$ cat src/rtl/shift_sequencer.sv
// Command sequencer that drives an external 8-bit shifter (load, then N shift/rotate steps)
// and returns the shifter's final contents on a valid/ready result port.

module shift_sequencer_chk (
    input  logic       i_clk,
    input  logic       i_rst_n,
    input  logic       i_cmd_ready,
    input  logic [2:0] i_shf_s,
    input  logic       i_res_valid,
    input  logic       i_res_ready,
    input  logic [7:0] i_res_data,
    input  logic       i_res_err
);

    // The shifter must never see a reserved select code.
    a_shf_s_legal: assert property (@(posedge i_clk)
        (i_shf_s != 3'b110) && (i_shf_s != 3'b111));

    // A new command can only be taken while no result is outstanding.
    a_one_in_flight: assert property (@(posedge i_clk)
        !(i_cmd_ready && i_res_valid));

    // A stalled result holds still until the consumer takes it.
    a_res_stable: assert property (@(posedge i_clk)
        (i_rst_n && i_res_valid && !i_res_ready) |=>
        (i_res_valid && $stable(i_res_data) && $stable(i_res_err)));

endmodule

module shift_sequencer #(
    parameter int CNT_W = 4
) (
    input  logic             i_clk,
    input  logic             i_rst_n,
    input  logic             i_cmd_valid,
    output logic             o_cmd_ready,
    input  logic [2:0]       i_cmd_op,
    input  logic [CNT_W-1:0] i_cmd_count,
    input  logic [7:0]       i_cmd_data,
    output logic [2:0]       o_shf_s,
    output logic [7:0]       o_shf_in,
    output logic [7:0]       o_shf_pin,
    input  logic [7:0]       i_shf_out,
    output logic             o_res_valid,
    input  logic             i_res_ready,
    output logic [7:0]       o_res_data,
    output logic             o_res_err
);

    typedef enum logic [2:0] {
        ST_IDLE    = 3'd0,
        ST_LOAD    = 3'd1,
        ST_SHIFT   = 3'd2,
        ST_CAPTURE = 3'd3,
        ST_DONE    = 3'd4
    } state_t;

    localparam logic [2:0] OP_HOLD = 3'b000;
    localparam logic [2:0] OP_SHL  = 3'b001;
    localparam logic [2:0] OP_SHR  = 3'b010;
    localparam logic [2:0] OP_LOAD = 3'b011;
    localparam logic [2:0] OP_ROTL = 3'b100;
    localparam logic [2:0] OP_ROTR = 3'b101;

    localparam logic [CNT_W-1:0] CNT_ZERO = {CNT_W{1'b0}};
    localparam logic [CNT_W-1:0] CNT_ONE  = {{(CNT_W-1){1'b0}}, 1'b1};

    function automatic logic op_is_legal(input logic [2:0] op);
        case (op)
            OP_SHL, OP_SHR, OP_ROTL, OP_ROTR: op_is_legal = 1'b1;
            default:                          op_is_legal = 1'b0;
        endcase
    endfunction

    state_t           r_state;
    state_t           w_state_nxt;
    logic [2:0]       r_op;
    logic [CNT_W-1:0] r_remaining;
    logic [7:0]       r_data;
    logic             r_err;
    logic             r_res_valid;
    logic [7:0]       r_res_data;
    logic             r_res_err;
    logic             w_cmd_ready;
    logic             w_accept;
    logic             w_op_legal;

    assign w_cmd_ready = i_rst_n && (r_state == ST_IDLE);
    assign w_op_legal  = op_is_legal(r_op);

    // Next-state decode and shifter control; SHF_IN follows SHF_OUT combinationally while shifting.
    always_comb begin
        w_state_nxt = r_state;
        w_accept    = 1'b0;
        o_shf_s     = OP_HOLD;
        o_shf_in    = 8'h00;
        o_shf_pin   = 8'h00;
        case (r_state)
            ST_IDLE: begin
                if (i_cmd_valid && w_cmd_ready) begin
                    w_accept    = 1'b1;
                    w_state_nxt = ST_LOAD;
                end else begin
                    w_state_nxt = ST_IDLE;
                end
            end
            ST_LOAD: begin
                o_shf_s   = OP_LOAD;
                o_shf_pin = r_data;
                if (w_op_legal && (r_remaining != CNT_ZERO)) begin
                    w_state_nxt = ST_SHIFT;
                end else begin
                    w_state_nxt = ST_CAPTURE;
                end
            end
            ST_SHIFT: begin
                o_shf_s  = r_op;
                o_shf_in = i_shf_out;
                if (r_remaining == CNT_ONE) begin
                    w_state_nxt = ST_CAPTURE;
                end else begin
                    w_state_nxt = ST_SHIFT;
                end
            end
            ST_CAPTURE: begin
                w_state_nxt = ST_DONE;
            end
            ST_DONE: begin
                if (i_res_ready) begin
                    w_state_nxt = ST_IDLE;
                end else begin
                    w_state_nxt = ST_DONE;
                end
            end
            default: begin
                w_state_nxt = ST_IDLE;
            end
        endcase
    end

    // State register.
    always_ff @(posedge i_clk) begin
        if (!i_rst_n) begin
            r_state <= ST_IDLE;
        end else begin
            r_state <= w_state_nxt;
        end
    end

    // Command latch, repeat counter and illegal-op flag.
    always_ff @(posedge i_clk) begin
        if (!i_rst_n) begin
            r_op        <= OP_HOLD;
            r_remaining <= CNT_ZERO;
            r_data      <= 8'h00;
            r_err       <= 1'b0;
        end else begin
            case (r_state)
                ST_IDLE: begin
                    if (w_accept) begin
                        r_op        <= i_cmd_op;
                        r_remaining <= i_cmd_count;
                        r_data      <= i_cmd_data;
                        r_err       <= 1'b0;
                    end
                end
                ST_LOAD: begin
                    if (!w_op_legal) begin
                        r_err       <= 1'b1;
                        r_remaining <= CNT_ZERO;
                    end
                end
                ST_SHIFT: begin
                    r_remaining <= r_remaining - CNT_ONE;
                end
                default: begin
                    r_remaining <= r_remaining;
                end
            endcase
        end
    end

    // Result register: captured once from the shifter, held until the consumer accepts it.
    always_ff @(posedge i_clk) begin
        if (!i_rst_n) begin
            r_res_valid <= 1'b0;
            r_res_data  <= 8'h00;
            r_res_err   <= 1'b0;
        end else begin
            case (r_state)
                ST_CAPTURE: begin
                    r_res_valid <= 1'b1;
                    r_res_data  <= i_shf_out;
                    r_res_err   <= r_err;
                end
                ST_DONE: begin
                    if (i_res_ready) begin
                        r_res_valid <= 1'b0;
                    end
                end
                default: begin
                    r_res_valid <= r_res_valid;
                end
            endcase
        end
    end

    assign o_cmd_ready = w_cmd_ready;
    assign o_res_valid = r_res_valid;
    assign o_res_data  = r_res_data;
    assign o_res_err   = r_res_err;

    shift_sequencer_chk u_chk (
        .i_clk       (i_clk),
        .i_rst_n     (i_rst_n),
        .i_cmd_ready (o_cmd_ready),
        .i_shf_s     (o_shf_s),
        .i_res_valid (o_res_valid),
        .i_res_ready (i_res_ready),
        .i_res_data  (o_res_data),
        .i_res_err   (o_res_err)
    );

endmodule

$ cat config.mk
export PLATFORM = sky130hd
export DESIGN_NAME = shift_sequencer
export DESIGN_NICKNAME = d
export VERILOG_FILES = /design/src/rtl/shift_sequencer.sv
export SDC_FILE = /design/constraint.sdc
export NUM_CORES = 1
export LEC_CHECK = 0
export ABC_AREA = 1
export CORE_ASPECT_RATIO = 0.75
export CORE_MARGIN = 5
export CORE_UTILIZATION = 47
export CTS_BUF_LIST = sky130_fd_sc_hd__clkbuf_2
export CTS_CLUSTER_DIAMETER = 80
export DETAILED_ROUTE_END_ITERATION = 16
export PLACE_DENSITY = 0.87
export SLEW_MARGIN = 20
export SYNTH_ARGS = -nofsm -noshare
export SYNTH_HDL_FRONTEND = slang
export SYNTH_HIERARCHICAL = 1
export SYNTH_SLANG_ARGS = --single-unit
export TNS_END_PERCENT = 20
$ cat constraint.sdc
create_clock -name i_clk -period 2.4 [get_ports i_clk]
set_clock_uncertainty 0.15 [all_clocks]
set_input_delay 0.36 -clock i_clk [delete_from_list [all_inputs] [get_ports i_clk]]
set_output_delay 0.36 -clock i_clk [all_outputs]
set_load 0.05 [all_outputs]
# Word-level counts from Yosys, hierarchy flattened
# Index checks and enable logic that the tools add are counted.
# word_totals
latch_bits,0
rom_bits,0
in_bits,27
output_inout_bits,30
ff_bits,29
elab_cells,53
mem_bits_rw,0
n_memories,0
# op_classes
n_lt_le_gt_ge,0
n_mux,19
multipliers,0
bitwise_logic,0
add_sub_neg,1
n_eq_ne,12
div,0
shifts,0
reduce_logical,13
# ops
cell,n
8-bit two-way mux,2
3-bit one-hot mux with 5 select lines,1
4-bit one-hot mux with 3 select lines,1
3-bit by 2-bit equality test with 1-bit output (second input constant),3
3-bit equality test (second input constant),3
1-bit two-way mux,9
4-bit two-way mux,2
3-bit by 1-bit equality test with 1-bit output (second input constant),2
2-bit != test (second input constant),3
3-bit one-hot mux with 2 select lines,1
3-bit AND reduction,2
4-bit by 1-bit equality test with 1-bit output (second input constant),1
1-bit one-hot mux with 2 select lines,2
2-bit AND reduction,2
2-bit nonzero test,2
4-bit nonzero test,1
4-bit OR reduction,1
4-bit by 1-bit subtractor with 4-bit output (second input constant),1
1-bit logical AND,3
3-bit zero test,1
3-bit two-way mux,1
3-bit nonzero test,1

# Depth between registers and ports, before layout
# Gate-level depths: netlist of the first run.
# logic_depth
ltp_word,7
mapped_depth,8
depth_no_buf,8

# Worst setup path after synthesis of the first run
# OpenSTA, ideal clock, no wires.
# synth_path
kind,register to output
start,register r_state[2]
end,output port o_shf_s[0]
arrival_ns,1.838
slack_ns,0.052
path_stages_with_launch,5
required_time_ns,1.890
cell_sequence,dfxtp_1 inv_1 nand3_2 buf_2 o21ai_0
# synth_between
elab_chain_len,2
elab_cells_between_ends,3
classes_between,eq/ne (2); mux (1)
# synth_rtl
item,line,rtl
"start, declared",75,state_t r_state;
"start signal, assigned",146,r_state <= w_state_nxt;
3-bit by 2-bit equality test with 1-bit output / 3-bit by 1-bit equality test with 1-bit output (equally long branches),98,case (r_state)
3-bit one-hot mux with 2 select lines (*),98,
"end, declared",40,"output logic [2:0] o_shf_s,"
# Mark *: on every way between the ends. The rest lies on a longest branch, timed or not.

# Final worst setup path of the first run
# layout_path
start,register r_state[2]
end,output port o_shf_s[1]
# The elaborated chain is that of the path after synthesis.

==> results of run 1 <==
-- layout by cell type (no fill, tap or decap), types with 5 or more instances in the layout --
cell / count
nand2_1: 20
nand3_1: 7
inv_1: 31
clkbuf_2: 5
a21oi_1: 23
nor2_1: 30
o21ai_0: 20
dfxtp_1: 29
clkdlybuf4s50_1: 36
o21ai_1: 7
buf_4: 19
-- what timing repair did --
item                       4_1_cts  5_1_grt
resized for setup                0        1
setup endpoints to repair        0        1
buffers inserted                 0        0
-- per-stage QoR --
| step | instances | setup slack, ns | cell area (sq um) |
|---|---|---|---|
| 6_report | 286 | 0.316 | 1960 |
| 5_1_grt | 286 | 0.172 | 1960 |
| 4_1_cts | 286 | 0.134 | 1960 |
| 3_5_place_dp | 278 | 0.264 | 1920 |
| 3_3_place_gp | 278 | 0.361 | 1920 |
| 2_1_floorplan | 191 | 0.0519 | 1360 |
-- routing by layer --
layer | GRT usage [%] | vias up | routed length, microns
met5 | 0 | - | 0
met4 | 8.31 | 0 | 85
met3 | 9.98 | 11 | 444
met2 | 27.0 | 60 | 1460
met1 | 22.8 | 589 | 1490
li1 | - | 723 | -
-- cell type report --
| class | count | area (sq um) | share of cell area (%) |
|---|---|---|---|
| inverters | 33 | 124 | 6.31 |
| multi-input cells | 122 | 614 | 31.3 |
| repair buffers | 58 | 563 | 28.7 |
| clock buffers | 5 | 25.0 | 1.27 |
| clock inverters | 3 | 12.5 | 0.637 |
| well taps | 36 | 45.0 | 2.29 |
| flip-flops and latches | 29 | 581 | 29.6 |
-- kinds of logic after synthesis --
family | after synthesis | share of synthesized area, %
and+or+nand+nor | 66 | 22.0
AOI/OAI and AO/OA | 52 | 19.4
buffers and inverters | 40 | 12.6
DFF | 29 | 42.6
adders and majority gates | 3 | 2.75
xor gates and xnor gates | 1 | 0.642
-- Yosys cell counts --
| master | instances |
|---|---|
| clkbuf_1 | 2 |
| nand3b_1 | 1 |
| inv_2 | 2 |
| ha_1 | 3 |
| nand3_2 | 2 |
| nand4_1 | 1 |
| o21ai_2 | 1 |
| a31oi_1 | 1 |
| dfxtp_1 | 29 |
| nand2_2 | 2 |
| inv_1 | 31 |
| o21ai_1 | 7 |
| nand2_1 | 21 |
| o21ai_0 | 20 |
| buf_6 | 2 |
| nand3_1 | 7 |
| buf_4 | 1 |
| nor3_4 | 1 |
| xnor2_1 | 1 |
| a21oi_1 | 23 |
| nor2_4 | 1 |
| buf_2 | 2 |
| nor2_1 | 30 |
-- worst max-delay path, stage by stage (launching register included) --
cell and delay, ns:
dfxtp_1 0.40, inv_1 0.12, nand3_2 0.13, o21ai_0 0.37, buf_12 0.19
-- power by group through the flow --
stage	Combinational, uW	Sequential, uW	Clock [uW]
global route	480	553	251
finish	436	548	227
floorplan	273	571	0
CTS	436	547	236
detailed placement	434	557	0
global placement	424	556	0
-- worst paths after layout --
kind	end
worst min-delay path	o_res_err
worst max register to register	r_data[0]
worst min register to register	o_res_err
worst max-delay path	o_shf_s[1]
-- flip-flops by register name, summed over array words and instances, names as in the netlist --
signal and count:
o_res_valid 1, o_res_err 1, o_res_data 8, r_state 3, r_err 1, r_data 8, r_op 3, r_remaining 4
==> summary.txt, run 1 <==
Status
  – Status: completed

Timing
  – Relative slew slack: 64.9%
  – Final period utilization: ~87%
  – Worst-Margin Slew: 0.525 ns
  – Max-slew violation total from the final report: 0
  – RSZ-0062 raised after global routing: no
  – FMAX: around 480 MHz
  – Final hold vios: 0
  – Setup_tns: 0 ns
  – Worst hold slack: 0.282 ns
  – Setup violators final: 0
  – Final min period: 2.08 ns

Layout
  – # diodes: 0
  – Area delta synth->final: 44.0%
  – Share of layout cells above drive strength 1: 15.2%
  – Fillcell total: 231
  – Nets: 279
  – Layout Utilization: 72.7%

Floorplan
  – # IOs: 57
  – Core area: 2700 sq um
  – Die area: 4090 sq um
  – Num rows: 16
  – Die Wd: 72.2 microns
  – Starting Density: about half
  – Die height: ~57 microns

Drt
  – Drt initial violations: 57
  – DR vias/cell: 4.84
  – Drt drc: 0
  – Total Routed Length: 3480 microns
  – Via count: about 1,400
  – DRT Pass-1 Iters: 4
  – Routed wire length per instance: 12.2 microns
  – Post-DRT Antenna Nets: 0

Power
  – Comb pwr share: 36.0%
  – Seq pwr share: roughly 45%
  – Sw frac: roughly 38%
  – Internal: 756 uW
  – Clk pwr share: 18.8%
  – Pwr Total: 1210 uW
  – LEAKAGE: 0.000882 uW
  – Switching power total: 454 uW
  – VDD IR max: 0.398 mV
  – PwrDens: 616 nW/um^2

Clock tree
  – TritonCTS Buffers: 5
  – CTS tree: done
  – CTS Hold Bufs: 0
  – Insertion delay of the later-clocked pin in the worst-skew pair: 0.37 ns
  – Root Buffer Master: clkbuf_2
  – Clock sinks: 29
  – Clock slew at reported path FFs: 0.16 ns
  – CTS max path bufs: 2
  – H-Tree Level Count: 2

Synthesis
  – Number of synthesized register bits: 29
  – Avg Cell Area, Syn: 7.14 sq um
  – Syn Nets: 221
  – Seq/Total Area, Yosys: 42.6%
  – Cell area after synthesis: 1360 sq um
  – Mapped Cells: 191
  – Share of the synthesized area in the top cell type: between 40 and 50%
  – Cell taking the most area after synthesis: dfxtp_1
  – Distinct cells, synth: 23
  – Area contributors post-synth: dfxtp_1 43%, inv_1 8.5%, a21oi_1 8.4%
  – Synth warnings: 6

Placement
  – Port bufs: 56
  – RD Place Congestion: 0.770
  – DPL Wire Length: between 2000 and 3000 microns

Critical path
  – R2R Setup Slk: 0.72 ns
  – Crit start category: flop
  – Crit. Startpoint: r_state[2]
  – Worst EP required: 1.89 ns
  – CP max FO: 5
  – Critical path class: flop to output pin
  – R2R depth: 6
  – CP Capture Type: output pin
  – Critical Path AT: 1.57 ns
  – Worst r2r src: r_state[2]

Hold path
  – Hold path cells: 2
  – Hold path start: r_err
  – Worst hold-check path type: flop to flop

GRT
  – Vias in the first global route: 1,318
  – Number of antenna violations at the first check in global routing: 0
  – Total gr overflow: 0
  – GRT Util Overall: 18.7%
  – Largest net degree at the start of global routing: 26
  – Global-route wire length before repair: 5840 microns

Flow run
  – Max cap viols: 0
No activity file was read; power rests on OpenSTA's default activity.
==> inputs of run 2 (changes only) <==
==> constraint.sdc (replaced) <==
create_clock -name i_clk -period 2.4 [get_ports i_clk]
set_clock_uncertainty 0.15 [all_clocks]
set_input_delay 0.48 -clock i_clk [delete_from_list [all_inputs] [get_ports i_clk]]
set_output_delay 0.48 -clock i_clk [all_outputs]
set_load 0.05 [all_outputs]
==> run 2 against run 1 <==
- total power increased by 2.9%
- largest cell class is now buffers
- via count up 0.43%
- maximum frequency shrank 6.9%
- register-to-register slack about the same
- routed wire length grew 6.4%
- flip-flop and latch count stayed put
- die area is the same
- worst hold slack improved by 0.029 ns
- critical path depth unchanged
- first-iteration DRC count increased by 33%
- design area increased by 11%
- highest routed layer unchanged
==> summary.txt, run 2 (same netlist as run 1, synthesis figures left out) <==
Status
  – Status: completed

Critical path
  – Critical path class: flop to output pin
  – R2R Setup Slk: 0.72 ns
  – Critical Path Sink: o_shf_pin[5]
  – CP max FO: 12
  – Crit start category: flop
  – CP Capture Type: output pin
  – Worst EP required: 1.77 ns
  – Crit. Startpoint: r_state[2]
  – Reg-to-reg critical path endpoint: r_data[1]
  – Worst r2r src: r_state[2]
  – R2R depth: 6
  – Critical Path AT: 1.61 ns

Clock tree
  – TritonCTS Buffers: 5
  – Clock slew at reported path FFs: 0.13 ns
  – Clock sinks: 29
  – H-Tree Level Count: 2
  – Insertion delay of the later-clocked pin in the worst-skew pair: 0.35 ns
  – CTS tree: done
  – Root Buffer Master: clkbuf_2
  – CTS max path bufs: 2

Timing
  – Max-slew violation total from the final report: 0
  – Worst-Margin Slew: ~0.52 ns
  – Final hold vios: 0
  – Final min period: 2.24 ns
  – Setup violators final: 0
  – Final period utilization: between 90 and 100%
  – FMAX: between 400 and 500 MHz
  – Relative slew slack: 64.9%
  – Setup WS post-layout: 0.160 ns

Hold path
  – Hold path start: r_data[4]
  – Hold path cells: 2
  – Worst hold-check path type: flop to flop

Drt
  – DR vias/cell: 4.87
  – Via count: 1,389
  – Total Routed Length: between 3000 and 4000 microns
  – DRT Pass-1 Iters: 4
  – Post-DRT Antenna Nets: 0
  – Drt drc: 0
  – Drt initial violations: 76
  – Routed wire length per instance: 13.0 microns

Floorplan
  – # IOs: 57
  – Core area: 2700 sq um
  – Starting Density: between 50% and 60%
  – Die height: 56.7 microns
  – Num rows: 16
  – Die area: 4090 sq um
  – Die Wd: 72.2 microns

Layout
  – Area delta synth->final: 59.4%
  – Fillcell total: 181
  – Nets: 279
  – Commonest cells after routing, fill and taps aside: 36 x clkdlybuf4s50_1, 31 x inv_1, 30 x nor2_1
  – # diodes: 0
  – Most common cell after layout, fill and taps aside: clkdlybuf4s50_1
  – Layout Utilization: between 80% and 90%
  – Share of layout cells above drive strength 1: between 10% and 20%

Placement
  – DPL Wire Length: 2820 microns
  – RD Place Congestion: about 0.75
  – Setup WS pre-CTS: 0.168 ns
  – Port bufs: 56

Power
  – VDD IR max: 0.355 mV
  – LEAKAGE: roughly 0.00093 uW
  – PwrDens: 573 nW/um^2

GRT
  – Number of antenna violations at the first check in global routing: 0
  – Vias in the first global route: ~1,300
  – Total gr overflow: 0
  – Global-route wire length before repair: 6010 microns
  – Largest net degree at the start of global routing: 26
  – GRT Util Overall: 19.1%

Flow run
  – Max cap viols: 0
run 2: where the power goes:
group          leakage, uW  switching, uW  internal, uW
Clock            0.0000265            155          67.9
Sequential        0.000237           23.4           525
Combinational     0.000664            276           198
run 2: area by class of cell:
type | instances | area, sq um | share of cell area [%]
repair buffers | 58 | 776 | 35.7
multi-input cells | 122 | 614 | 28.3
flip-flops and latches | 29 | 581 | 26.7
inverters | 33 | 124 | 5.70
well taps | 36 | 45.0 | 2.07
clock buffers | 6 | 30.0 | 1.38
clock inverters | 1 | 3.75 | 0.173
run 2: per-stage QoR:
step | power, uW | hold slack (ns) | setup TNS (ns) | cells | cell area (sq um)
after global placement | 1020 | 0.290 | 0 | 278 | 2140
final | 1240 | 0.312 | 0 | 285 | 2170
after CTS | 1250 | 0.311 | 0 | 285 | 2170
after detailed placement | 1030 | 0.292 | 0 | 278 | 2140
after global routing | 1330 | 0.342 | -0.0327 | 285 | 2170
after floorplan | 844 | 0.279 | 0 | 191 | 1360
run 2: how the worst min path moves through the flow:
stage	endpoint	slack [ns]
CTS	r_data[4]	0.31
detailed placement	r_data[4]	0.29
global route	r_data[4]	0.34
floorplan	o_res_err	0.28
finish	r_data[4]	0.31
global placement	r_data[2]	0.29
run 2: what timing repair did:
| action | 4_1_cts | 5_1_grt |
|---|---|---|
| buffers inserted | 0 | 0 |
| resized for setup | 0 | 1 |
| hold buffers | 0 | 0 |
| endpoints found under the setup margin | 0 | 10 |
run 2: metal layers:
| metal | GRT usage [%] | share of wire [%] | up-vias |
|---|---|---|---|
| li1 | - | - | 718 |
| met5 | 0 | 0 | - |
| met3 | 10.5 | 12 | 6 |
| met4 | 7.24 | 1.3 | 0 |
| met2 | 28.9 | 43 | 58 |
| met1 | 22.4 | 43 | 607 |
run 2: critical path, cell delays in order (launching register included):
cell,delay [ns]
dfxtp_1,0.39
nor2_1,0.24
nand2_2,0.21
nor2_1,0.25
buf_12,0.17
